[src/rtl/mem_wb_stage.sv]
// MEM/WB pipeline register with load-lane extraction and writeback source select.
// Timing contract: no handshake. Every rising clk edge loads either a bubble
// (flush), the held contents (stall) or the mem_* inputs. The wb_* outputs are
// decoded only from the registered entry, one cycle after capture.
module mem_wb_stage #(
  parameter bit BIG_ENDIAN = 1'b0
) (
  input  logic        clk,
  input  logic        rst,
  input  logic        stall,
  input  logic        flush,
  input  logic        mem_regwrite,
  input  logic [4:0]  mem_wesel,
  input  logic [1:0]  mem_wbsel,
  input  logic [2:0]  mem_ldtype,
  input  logic [31:0] mem_alu_result,
  input  logic [31:0] mem_dmem_rdata,
  input  logic [31:0] mem_pc4,
  input  logic [31:0] mem_aux,
  output logic        wb_regwrite,
  output logic [4:0]  wb_wesel,
  output logic [31:0] wb_gpr_input,
  output logic        wb_misalign
);

  localparam logic [1:0] WB_ALU  = 2'b00;
  localparam logic [1:0] WB_LOAD = 2'b01;
  localparam logic [1:0] WB_PC4  = 2'b10;

  localparam logic [2:0] LD_LH  = 3'b001;
  localparam logic [2:0] LD_LHU = 3'b010;
  localparam logic [2:0] LD_LB  = 3'b011;
  localparam logic [2:0] LD_LBU = 3'b100;

  logic        regwrite_q, regwrite_d;
  logic [4:0]  wesel_q, wesel_d;
  logic [1:0]  wbsel_q, wbsel_d;
  logic [2:0]  ldtype_q, ldtype_d;
  logic [31:0] alu_result_q, alu_result_d;
  logic [31:0] dmem_rdata_q, dmem_rdata_d;
  logic [31:0] pc4_q, pc4_d;
  logic [31:0] aux_q, aux_d;

  // Next-entry select: flush beats stall, stall beats capture.
  always_comb begin
    regwrite_d   = regwrite_q;
    wesel_d      = wesel_q;
    wbsel_d      = wbsel_q;
    ldtype_d     = ldtype_q;
    alu_result_d = alu_result_q;
    dmem_rdata_d = dmem_rdata_q;
    pc4_d        = pc4_q;
    aux_d        = aux_q;
    if (flush) begin
      regwrite_d   = 1'b0;
      wesel_d      = 5'd0;
      wbsel_d      = WB_ALU;
      ldtype_d     = 3'd0;
      alu_result_d = 32'd0;
      dmem_rdata_d = 32'd0;
      pc4_d        = 32'd0;
      aux_d        = 32'd0;
    end else if (!stall) begin
      regwrite_d   = mem_regwrite;
      wesel_d      = mem_wesel;
      wbsel_d      = mem_wbsel;
      ldtype_d     = mem_ldtype;
      alu_result_d = mem_alu_result;
      dmem_rdata_d = mem_dmem_rdata;
      pc4_d        = mem_pc4;
      aux_d        = mem_aux;
    end
  end

  // Stage registers, cleared asynchronously by rst.
  always_ff @(posedge clk or posedge rst) begin
    if (rst) begin
      regwrite_q   <= 1'b0;
      wesel_q      <= 5'd0;
      wbsel_q      <= WB_ALU;
      ldtype_q     <= 3'd0;
      alu_result_q <= 32'd0;
      dmem_rdata_q <= 32'd0;
      pc4_q        <= 32'd0;
      aux_q        <= 32'd0;
    end else begin
      regwrite_q   <= regwrite_d;
      wesel_q      <= wesel_d;
      wbsel_q      <= wbsel_d;
      ldtype_q     <= ldtype_d;
      alu_result_q <= alu_result_d;
      dmem_rdata_q <= dmem_rdata_d;
      pc4_q        <= pc4_d;
      aux_q        <= aux_d;
    end
  end

  logic [1:0]  addr;
  logic [7:0]  byte_v;
  logic [15:0] half_v;
  logic [31:0] load_v;
  logic        misalign;

  assign addr = alu_result_q[1:0];

  // Lane pick: little-endian byte k sits at bits 8k+7:8k; big-endian mirrors it,
  // so byte 0 / halfword 0 are the most significant lanes.
  always_comb begin
    if (BIG_ENDIAN) begin
      byte_v = dmem_rdata_q[{~addr, 3'b000} +: 8];
      half_v = addr[1] ? dmem_rdata_q[15:0] : dmem_rdata_q[31:16];
    end else begin
      byte_v = dmem_rdata_q[{addr, 3'b000} +: 8];
      half_v = addr[1] ? dmem_rdata_q[31:16] : dmem_rdata_q[15:0];
    end
  end

  // Sign/zero extension by load type; undefined encodings behave as lw.
  always_comb begin
    case (ldtype_q)
      LD_LH:   load_v = {{16{half_v[15]}}, half_v};
      LD_LHU:  load_v = {16'd0, half_v};
      LD_LB:   load_v = {{24{byte_v[7]}}, byte_v};
      LD_LBU:  load_v = {24'd0, byte_v};
      default: load_v = dmem_rdata_q;
    endcase
  end

  // Misalignment only matters for entries that actually write back load data.
  always_comb begin
    misalign = 1'b0;
    if (wbsel_q == WB_LOAD) begin
      case (ldtype_q)
        LD_LB, LD_LBU: misalign = 1'b0;
        LD_LH, LD_LHU: misalign = addr[0];
        default:       misalign = (addr != 2'b00);
      endcase
    end
  end

  // Writeback value select.
  always_comb begin
    case (wbsel_q)
      WB_ALU:  wb_gpr_input = alu_result_q;
      WB_LOAD: wb_gpr_input = load_v;
      WB_PC4:  wb_gpr_input = pc4_q;
      default: wb_gpr_input = aux_q;
    endcase
  end

  // GPR 0 is never written, and a misaligned load is suppressed.
  assign wb_regwrite = regwrite_q && (wesel_q != 5'd0) && !misalign;
  assign wb_wesel    = wesel_q;
  assign wb_misalign = misalign;

endmodule
[config.mk]
export PLATFORM = sky130hd
export DESIGN_NAME = mem_wb_stage
export DESIGN_NICKNAME = d
export VERILOG_FILES = /design/src/rtl/mem_wb_stage.sv
export SDC_FILE = /design/constraint.sdc
export NUM_CORES = 1
export LEC_CHECK = 0
export CAP_MARGIN = 20
export CORE_AREA = 2 2 122 124
export CTS_CLUSTER_SIZE = 10
export DETAILED_ROUTE_END_ITERATION = 7
export DIE_AREA = 0 0 124 126
export GPL_ROUTABILITY_DRIVEN = 1
export MAX_ROUTING_LAYER = met4
export PLACE_DENSITY = 0.85
export REMOVE_ABC_BUFFERS = 1
export SLEW_MARGIN = 10
export SYNTH_ARGS = -nofsm -noshare
export SYNTH_HDL_FRONTEND = slang
export SYNTH_SLANG_ARGS = --single-unit
[constraint.sdc]
create_clock -name clk -period 8 [get_ports clk]
set_input_delay 1.6 -clock clk [delete_from_list [all_inputs] [get_ports clk]]
set_output_delay 1.6 -clock clk [all_outputs]
set_load 0.03 [all_outputs]
Word level (Yosys, flattened, before mapping) --
Cells that the tools add are included.
Operators by class: equal/unequal tests 7, shifts and indexed selects 1, multiplexer cells 21, reductions and logical operators 8
Operators with widths (number):
- $mux 32 | 8
- $pmux 32 s4 | 1
- $pmux 32 s3 | 1
- $shiftx 32x6->8 | 1
- $mux 16 | 1
- $mux 5 | 2
- $eq 3x2->1 const B | 2
- $mux 3 | 2
- $reduce_bool 5->1 | 1
- $mux 2 | 2
- $reduce_or 2->1 | 2
- $eq 3x1->1 const B | 1
- $eq 3x3->1 const B | 1
- $mux 1 | 3
- $eq 2x1->1 const B | 1
- $eq 2x2->1 const B | 1
- $logic_and 1x1->1 | 2
- $logic_not 2->1 | 1
- $ne 2x1->1 const B | 1
- $pmux 1 s2 | 1
- $reduce_bool 2->1 | 1
- $logic_not 1->1 | 1
Word-level totals: logic and storage cells 45, flip-flop bits (word level) 139, input port bits 143, output and inout port bits 39

Logic depth before layout (Yosys ltp) --
depth in word-level cells 6, depth in mapped cells 6, mapped depth without buffers 4

Least setup slack after synthesis --
OpenSTA, ideal clock, no wires.
path type register to output, from register alu_result_q[0], to output wb_regwrite, path slack 4.305 ns, data required time 6.400 ns, buffers on the path 0, cell stages (with the launch flop) 5, data arrival time 2.095 ns, cell sequence dfrtp_1 inv_1 maj3_1 a211oi_1 nor2_1
On the way: cells in the longest elaborated chain, start to end 5
Ends and longest elaborated chain:
- start: declaration | line 39 | logic [31:0] alu_result_q, alu_result_d;
- start signal: assignment | line 91 | alu_result_q <= alu_result_d;
- $reduce_bool 2->1 | line 136 | default: misalign = (addr != 2'b00);
- $pmux 1 s2 * | line 133 | case (ldtype_q)
- $mux 1 * | line 132 | if (wbsel_q == WB_LOAD) begin
- net wb_misalign | line 23 | output logic wb_misalign
- $logic_not 1->1 * | line 152 | assign wb_regwrite = regwrite_q && (wesel_q != 5'd0) && !misalign;
- $logic_and 1x1->1 * | line 152
- end: declaration | line 20 | output logic wb_regwrite,
The timed path passes the listed nets; every way through them passes the cells marked *.

Worst setup path after layout --
from register wbsel_q[0], to output wb_gpr_input[23]
On the way: cells in the longest elaborated chain, start to end 2, elaborated cells on any way between the ends 4, classes of those cells eq/ne (2); mux (1); reduce/logical (1)
Ends and longest elaborated chain:
- start: declaration | line 37 | logic [1:0] wbsel_q, wbsel_d;
- start signal: assignment | line 89 | wbsel_q <= wbsel_d;
- $eq 2x2->1 (tied with other cells) | line 143 | case (wbsel_q)
- $pmux 32 s3 * | line 143
- end: declaration | line 22 | output logic [31:0] wb_gpr_input,
Mark *: on every way between the ends. The rest lies on a longest branch, timed or not.

==> flow_metrics.tcl <==
set metrics [dict create \
    outcome "complete, no violations" \
    worstMarginPinSlew_ns 1.12 \
    crit_chain "nor2b_1 > buf_4 > o2111ai_2 > o221ai_1 > clkdlybuf4s50_1" \
    io_pins 182 \
    p_switching_mw 0.496 \
    fin_ws_ns 2.85 \
    top_layer "met4" \
    drcViolationCount 0 \
    crit_buf_inv 2 \
    reg2reg_setup_slack_ns 6.71 \
    dieArea_um2 15600 \
    antennaDiodeCount 0 \
    ys_types 38 \
    p_per_area_nw_per_um2 197 \
    dp_slack_ns 3.30 \
    ir_drop_mv 0.114 \
    worstPathArrival_ns 3.55 \
    timing.rr.start "wbsel_q[0]$_DFFE_PP0P_" \
    crit_fanout 38 \
    maxSlewHeadroom_pct 25.6 \
    clk_latency_ns 0.42 \
    end_kind "primary output" \
    htreeDepth 4 \
    via_count 5744 \
    synth_area_per_cell_um2 10.3 \
    synthCells 687 \
    syn2layout_area_growth_pct 34.8 \
    cp.required_ns 6.40 \
    wl_met3_um 1280 \
    fin_skew_ns 0 \
    finalSetupViolCount 0 \
    cp.depth 5 \
    finalWorstPathRequiredPeriod_ns 5.15 \
    rr_endpoint "wbsel_q[0]$_DFFE_PP0P_" \
    grt_overflow 0 \
    ctsResizeCount 0 \
    worst_path_max_delay_cell "dfrtp_2" \
    die_w_um 124 \
    final_nets 982 \
    rsz0062_at_grt "no" \
    worstRegToRegCells 2 \
    layout_common_cells "clkdlybuf4s50_1 (179), nor2_1 (174), mux2i_1 (167), dfrtp_1 (137), a21oi_1 (25)" \
    min_to "alu_result_q[15]$_DFFE_PP0P_" \
    dr_wl_met2_um 8960 \
    max-clock-path-buffers 2 \
    ys_warn_count 0 \
    cts_hold_buf 0 \
    placed_area_um2 8950 \
    num_rows 44 \
    initial_core_util_pct 49.4 \
    track_usage_pct 25.9 \
    antenna_found_initial 0 \
    grt_pass1_wl_um 30000 \
    p_int_mw 1.38 \
    hold_start "alu_result_q[15]$_DFFE_PP0P_" \
    coreArea_um2 14300 \
    hold_path_class "flop to flop" \
    gp_congestion 0.823 \
    clockPowerShare_pct 40.2 \
    period_share_pct 64.4 \
    wl_per_cell_um 18.3 \
    hpwlAfterDp_um 12700 \
    postCtsSetupRepairBufs 0 \
    whs_ns 0.519 \
    critPathTopFamily "compound AO/OA/AOI/OAI gates" \
    seqPwrFrac_pct 41.4 \
    postRouteAntennaNets 0 \
    path_class "flop to primary output" \
    sw_frac_of_total_pct 26.4 \
    cts_tree "yes" \
    fin_area_um2 9540 \
    grt_max_degree 109 \
    slowest_delay_ns 0.91 \
    hold_viol_final 0 \
    power.leakage_nw 4.38 \
    viasPerCell 5.54 \
    wl_um 19000 \
    final_common_cell "clkdlybuf4s50_1" \
    drive_gt1_share_pct 6.92 \
    clock_sink_count 139 \
    path_clk_slew_ns 0.06 \
    critPathLaunchType "flop" \
    drt_first_pass_iters 4 \
    numCtsBuffers 17 \
    pwr-share-comb_pct 18.4 \
    die_h_um 126 \
    ys_seq_area_share_pct 49.1 \
    root_buffer "clkbuf_16" \
    worstHoldPathCells 2 \
    place.port_buffers 181 \
    drv_cap 0 \
    drv_slew 0 \
    syn-cell-area_um2 7080 \
    first_global_vias 5780 \
    ys_ff_latch 139 \
    drtIter0Drc 430 \
    final_core_util_pct 66.7 \
    finalSetupTns_ns 0 \
    wl_met1_um 8350 \
    fmax_mhz 194 \
]
[power by group through the flow]
| stage | Combinational [mW] | Sequential (mW) | Clock, mW |
|---|---|---|---|
| 2_1_floorplan | 0.167 | 0.784 | 0 |
| 3_3_place_gp | 0.343 | 0.789 | 0 |
| 3_5_place_dp | 0.346 | 0.791 | 0 |
| 4_1_cts | 0.348 | 0.779 | 0.766 |
| 5_1_grt | 0.374 | 0.784 | 0.798 |
| 6_report | 0.347 | 0.779 | 0.755 |
[logic make-up after synthesis]
logic type | count (synthesis) | share of synthesized area (%)
xor gates and xnor gates | 1 | 0.230
muxes | 180 | 25.8
and+or+nand+nor | 215 | 12.1
DFF | 139 | 49.1
adders and majority gates | 2 | 0.283
AOI/OAI and AO/OA | 91 | 8.91
buffers and inverters | 59 | 3.46
[worst max-delay path by stage]
stage | end | start
final | wb_gpr_input[23] | wbsel_q[0]$_DFFE_PP0P_
after global routing | wb_gpr_input[28] | wbsel_q[0]$_DFFE_PP0P_
after CTS | wb_gpr_input[16] | wbsel_q[0]$_DFFE_PP0P_
after detailed placement | wb_gpr_input[16] | wbsel_q[0]$_DFFE_PP0P_
after global placement | wb_gpr_input[16] | wbsel_q[0]$_DFFE_PP0P_
after floorplan | alu_result_q[0]$_DFFE_PP0P_ | rst
[sequential cells by signal, indices dropped and copies added, names as in the netlist]
register / flops
alu_result_q: 32
aux_q: 32
dmem_rdata_q: 32
pc4_q: 32
wb_wesel: 5
ldtype_q: 3
wbsel_q: 2
regwrite_q: 1
[through the flow]
stage | std cells | total power [mW]
floorplan | 631 | 0.951
global route | 1036 | 1.96
CTS | 1035 | 1.89
detailed placement | 1003 | 1.14
global placement | 1003 | 1.13
finish | 1036 | 1.88
[per-layer routing]
| metal | GRT usage (%) | vias to the layer above |
|---|---|---|
| met2 | 39.0 | 219 |
| met1 | 34.9 | 2785 |
| met5 | - | - |
| met3 | 5.66 | 26 |
| met4 | 8.86 | 0 |
| li1 | - | 2714 |
[cells in the mapped netlist]
master / instances / share of area, %
mux4_2: 1 / 0.32
a32oi_1: 1 / 0.12
or3b_1: 1 / 0.12
nand3_1: 1 / 0.071
a31oi_1: 1 / 0.088
a221oi_1: 3 / 0.37
o22ai_1: 1 / 0.088
nand2b_1: 2 / 0.18
a22oi_1: 1 / 0.11
a211oi_1: 7 / 0.74
xnor2_2: 1 / 0.23
nor2_1: 175 / 9.3
o221ai_1: 24 / 3.0
o211ai_1: 1 / 0.11
nand3b_1: 1 / 0.11
dfrtp_1: 139 / 49
o2111ai_2: 1 / 0.21
o21a_1: 9 / 0.95
nand2_1: 21 / 1.1
or2_2: 1 / 0.088
nor2b_1: 1 / 0.088
buf_1: 4 / 0.21
inv_1: 3 / 0.16
a311o_2: 1 / 0.16
clkbuf_1: 33 / 1.8
buf_2: 19 / 1.3
maj3_1: 2 / 0.28
a21boi_0: 1 / 0.11
mux2_2: 12 / 1.9
or4_1: 1 / 0.11
and2_1: 1 / 0.088
mux2i_1: 167 / 24
o21ai_1: 2 / 0.14
nor3_1: 5 / 0.35
o2111ai_1: 1 / 0.12
nor3b_1: 5 / 0.53
a21oi_1: 25 / 1.8
o21ai_0: 12 / 0.85
[worst reg2reg max path, stage by stage (launching register included)]
cell and delay, ns:
dfrtp_2 0.91, mux2i_1 0.17, nor2_1 0.13
[final cells by class]
| cell class | count | area, µm² |
|---|---|---|
| flip-flops and latches | 139 | 3480 |
| inverters | 3 | 16.3 |
| multi-input cells | 489 | 3360 |
| well taps | 184 | 230 |
| clock inverters | 9 | 95.1 |
| fillers | 1154 | 4770 |
| repair buffers | 189 | 1890 |
| clock buffers | 23 | 468 |
Power figures use the tool's default switching activity.
